**config.mk**
```make
export PLATFORM = sky130hd
export DESIGN_NAME = fetch_stage
export DESIGN_NICKNAME = d
export VERILOG_FILES = /design/src/rtl/fetch_stage.sv
export SDC_FILE = /design/constraint.sdc
export NUM_CORES = 1
export LEC_CHECK = 0
export BUFFER_PORTS_ARGS = -buffer_cell sky130_fd_sc_hd__buf_2
export CAP_MARGIN = 40
export CORE_AREA = 5 5 103 201
export DETAILED_ROUTE_END_ITERATION = 12
export DIE_AREA = 0 0 108 206
export PLACE_DENSITY_LB_ADDON = 0.1
export SLEW_MARGIN = 40
export SYNTH_ARGS = -nofsm -noshare
export SYNTH_HDL_FRONTEND = slang
export SYNTH_SLANG_ARGS = --single-unit
export TNS_END_PERCENT = 5
```
**constraint.sdc**
```tcl
create_clock -name clk -period 6.9 [get_ports clk]
set_input_delay 1.035 -clock clk [delete_from_list [all_inputs] [get_ports clk]]
set_output_delay 1.035 -clock clk [all_outputs]
set_load 0.02 [all_outputs]
```
**src/rtl/fetch_stage.sv**
```systemverilog
// Instruction fetch: one outstanding imem request, registered instr/pc toward IF/ID.
// Latency: one cycle from imem_ack to instr_out; stall parks one response in a hold register.
module fetch_stage #(
    parameter logic [31:0] RESET_PC  = 32'h0000_0000,
    parameter logic [31:0] NOP_INSTR = 32'h0000_0000
) (
    input  logic        clk,
    input  logic        rst,
    input  logic        stall,
    input  logic        jump,
    input  logic        jump_mem,
    input  logic        BrZ,
    input  logic        BrN,
    input  logic        Z,
    input  logic        N,
    input  logic [31:0] br_target,
    input  logic [31:0] mem_target,
    output logic        imem_req,
    output logic [31:0] imem_addr,
    input  logic        imem_ack,
    input  logic [31:0] imem_rdata,
    output logic [31:0] instr_out,
    output logic [31:0] pc_out,
    output logic        valid_out,
    output logic        flush_out,
    output logic [15:0] fetch_count
);

    typedef enum logic [1:0] {FETCH, HOLD, DRAIN} state_t;

    state_t      state;
    logic [31:0] pc;
    logic [31:0] hold_instr;
    logic [31:0] hold_pc;
    logic        redirect;
    logic [31:0] target;

    assign redirect  = jump | jump_mem | (BrZ & Z) | (BrN & N);
    assign target    = jump_mem ? mem_target : br_target;
    assign flush_out = redirect;
    assign imem_req  = (state == FETCH);
    assign imem_addr = pc;

    always_ff @(posedge clk or posedge rst) begin
        if (rst) begin
            state       <= FETCH;
            pc          <= RESET_PC;
            hold_instr  <= 32'h0;
            hold_pc     <= 32'h0;
            instr_out   <= NOP_INSTR;
            pc_out      <= 32'h0;
            valid_out   <= 1'b0;
            fetch_count <= 16'h0;
        end else begin
            case (state)
                FETCH: begin
                    if (redirect) begin
                        pc        <= target;
                        valid_out <= 1'b0;
                        instr_out <= NOP_INSTR;
                        // An unanswered request must be drained before refetching.
                        state     <= imem_ack ? FETCH : DRAIN;
                    end else if (imem_ack) begin
                        pc <= pc + 32'd1;
                        if (!stall) begin
                            instr_out   <= imem_rdata;
                            pc_out      <= pc;
                            valid_out   <= 1'b1;
                            fetch_count <= fetch_count + 16'd1;
                        end else begin
                            hold_instr <= imem_rdata;
                            hold_pc    <= pc;
                            state      <= HOLD;
                        end
                    end else if (!stall) begin
                        valid_out <= 1'b0;
                        instr_out <= NOP_INSTR;
                    end
                end
                HOLD: begin
                    if (redirect) begin
                        pc        <= target;
                        valid_out <= 1'b0;
                        instr_out <= NOP_INSTR;
                        state     <= FETCH;
                    end else if (!stall) begin
                        instr_out   <= hold_instr;
                        pc_out      <= hold_pc;
                        valid_out   <= 1'b1;
                        fetch_count <= fetch_count + 16'd1;
                        state       <= FETCH;
                    end
                end
                DRAIN: begin
                    if (redirect) begin
                        pc        <= target;
                        valid_out <= 1'b0;
                        instr_out <= NOP_INSTR;
                    end
                    if (imem_ack) state <= FETCH;
                end
                default: state <= FETCH;
            endcase
        end
    end

endmodule

```
==> summary.txt <==
Run status
  • Outcome: complete, no violations

Timing
  • Fmax: 0.247 GHz
  • Final setup vio count: 0
  • Setup TNS: 0 ns
  • Final Max Tran Viols: 0
  • Clock skew: 0.00790 ns
  • Endpoints failing hold: 0
  • Final Critical Period: 4.04 ns
  • Worst Tran Pin Value: 0.820 ns
  • Rel. slew slack: 45.0%
  • Period Utilization, post-route: 58.6%
  • Unrepaired setup endpoints after global routing: false

Global route
  • Largest net degree at the start of global routing: 125
  • Met3 Usage GRT: 5.69%
  • GRT Util Overall: 24.0%
  • GRT busiest layer: met2
  • Vias in the first global route: 7615
  • GR Util met1: 27.7%
  • Initial antenna violation count: 0
  • First-pass GRT wire length: 41300 um
  • GRT overflow: 0
  • Met2 Usage GRT: 43.0%

Synth
  • Syn_nets: 976
  • Top cell type's share of synthesized area: 49.1%
  • Number of synthesized flops with an enable pin: 0
  • Top_reg_cell synth: dfrtp_1
  • Top post-synthesis cells by area: dfrtp_1, mux2_1, mux2i_1, mux2_2, a21oi_1
  • Mapped Cells: 864
  • Netlist Area Pre-Place: 9120 sq um
  • Yosys cell types: 64
  • Seq/Total Area, Yosys: 49.1%
  • Synth Warn #: 0
  • Ys async rst share: 100%
  • Avg Inst Size Synth: 10.6 sq um
  • Area leader, netlist: dfrtp_1
  • Synthesized flop and latch total: 179

Critical path
  • Crit path from: jump_mem
  • Critical path endpoint category: primary output
  • Arrival @ worst endpoint: 3.01 ns
  • Startpoint Class: primary input
  • Reg2reg end: imem_addr[19]
  • CP required: 5.86 ns
  • Reg-to-Reg Start: state[0]
  • Setup CP Type: primary input to primary output
  • Crit path capture: flush_out
  • Crit Path Max Fanout: 42
  • R2R setup slack: 3.71 ns
  • R2R cell count: 9

Hold path
  • Worst hold path type: register to register
  • Hold Path Depth: 1

Route
  • Routed wire per std cell: 19.9 um
  • DR vias: 7464
  • Routed wire length: 26100 um
  • Routed Antenna Nets: 0
  • Post-route DRC: 0
  • Drt first pass iters: 6
  • Vias per inst: 5.68
  • DR iter-0 viols: 378

Clock tree
  • CTS Hold Bufs: 0
  • Htree depth: 4
  • CTS tree: yes
  • Post-CTS sizing: 0
  • Worst-path clk slew: 0.07 ns
  • Cts bufs inserted: 17
  • Clock root buffer: clkbuf_16
  • Clk buf depth: 2
  • Clock latency on the worst-skew pair: 0.43 ns
  • Clk sinks: 179
  • Setup Fix Bufs, Post-CTS: 0

Cells and area
  • Share of cells above drive strength 1: 30.1%
  • Post-route insts no fill: 1314
  • Nets: 1158
  • Antenna cells: 0
  • Most common cell after layout, fill and taps aside: buf_2
  • Most frequent cells in the layout: buf_2, dfrtp_1, nor2_1
  • Area grow syn2layout: 19.5%

Floorplanning
  • Die Span Y: 206 um
  • Rows: 71
  • Chip Width: 108 um
  • Initial Util: 48.4%
  • Core area: 18800 sq um
  • # IOs: 221
  • Die area: 22200 sq um

Placed design
  • Final GP Congestion: 0.881
  • Port Buffer Count: 220
  • DP Wirelength: 18500 um
  • Cell count after placement: 1282

Power and ir drop
  • Sw Share: 38.9%
  • Seq pwr share: 43.6%
  • Leak: 4.96 nW
  • Gate power share: 33.0%
  • Pwr Total: 4.02 mW
  • Clock power frac: 23.4%
  • Sw power: 1.56 mW
  • Pint: 2.45 mW
  • Max IR drop VDD: 0.000191 V
  • Power density cells: 369 nW/um^2

Run
  • Maxcap violations: 0
## logic make-up after synthesis
group / count (synthesis) / share of synthesized area (%)
AO/OA/AOI/OAI: 222 / 16.3
XOR/XNOR: 15 / 1.44
adder cells (fa/ha/maj): 6 / 0.823
buffers and inverters: 82 / 4.38
flip-flops: 179 / 49.1
multiplexers: 131 / 15.5
AND/OR/NAND/NOR: 229 / 12.4
## layout make-up
type                    instances  area, sq um
clock buffers                  20          457
clock inverters                12          106
fillers                      1755         7930
well taps                     255          319
inverters                      12         57.6
multi-input cells             603         4280
repair buffers                233         1200
flip-flops and latches        179         4480
## state kept, by name (all words and copies together) (netlist names)
name and flops:
fetch_count 16, hold_instr 32, hold_pc 32, imem_addr 32, instr_out 32, pc_out 32, state 2, valid_out 1
## synth_stat cells, drive strengths merged (12+ instances only)
| cell type | count |
|---|---|
| mux2i | 49 |
| nand3 | 32 |
| o31ai | 36 |
| clkbuf | 30 |
| a22oi | 32 |
| inv | 12 |
| nand2 | 59 |
| buf | 40 |
| nor2 | 67 |
| a21oi | 67 |
| dfrtp | 179 |
| nor3 | 13 |
| o21ai | 24 |
| mux2 | 82 |
## metal layers
layer	part of all wire, %	vias to the layer above
met5	0	-
li1	-	3529
met2	53	227
met1	38	3677
met3	6.6	31
met4	2.3	0
## metrics by stage
stage	hold slack, ns	utilization, %	cell area (sq um)	setup WS (ns)
detailed placement	0.453	54.9	10300	2.85
finish	0.463	57.9	10900	2.86
floorplan	0.458	-	9120	1.01
global route	0.475	57.9	10900	2.78
CTS	0.466	57.8	10900	2.84
global placement	0.453	54.8	10300	2.91
## power by group through the flow
stage          clock, mW  combinational, mW  sequential (mW)
2_1_floorplan          0              0.704             1.89
3_3_place_gp           0               1.32             1.75
3_5_place_dp           0               1.34             1.77
4_1_cts            0.957               1.34             1.75
5_1_grt             1.00               1.47             1.81
6_report           0.941               1.33             1.75
## critical path, stage by stage
cell     delay [ns]
buf_2          0.07
buf_4          0.49
a211o_1        0.31
nor2_2         0.07
inv_2          0.45
buf_4          0.34
buf_2          0.20
## worst min path at each step
stage / start / endpoint / slack, ns
floorplan: hold_pc[0] / hold_pc[0] / 0.46
global placement: fetch_count[15] / fetch_count[15] / 0.45
detailed placement: fetch_count[15] / fetch_count[15] / 0.45
CTS: fetch_count[15] / fetch_count[15] / 0.47
global route: fetch_count[15] / fetch_count[15] / 0.47
finish: fetch_count[15] / fetch_count[15] / 0.46
(Power assumes the default switching activity.)
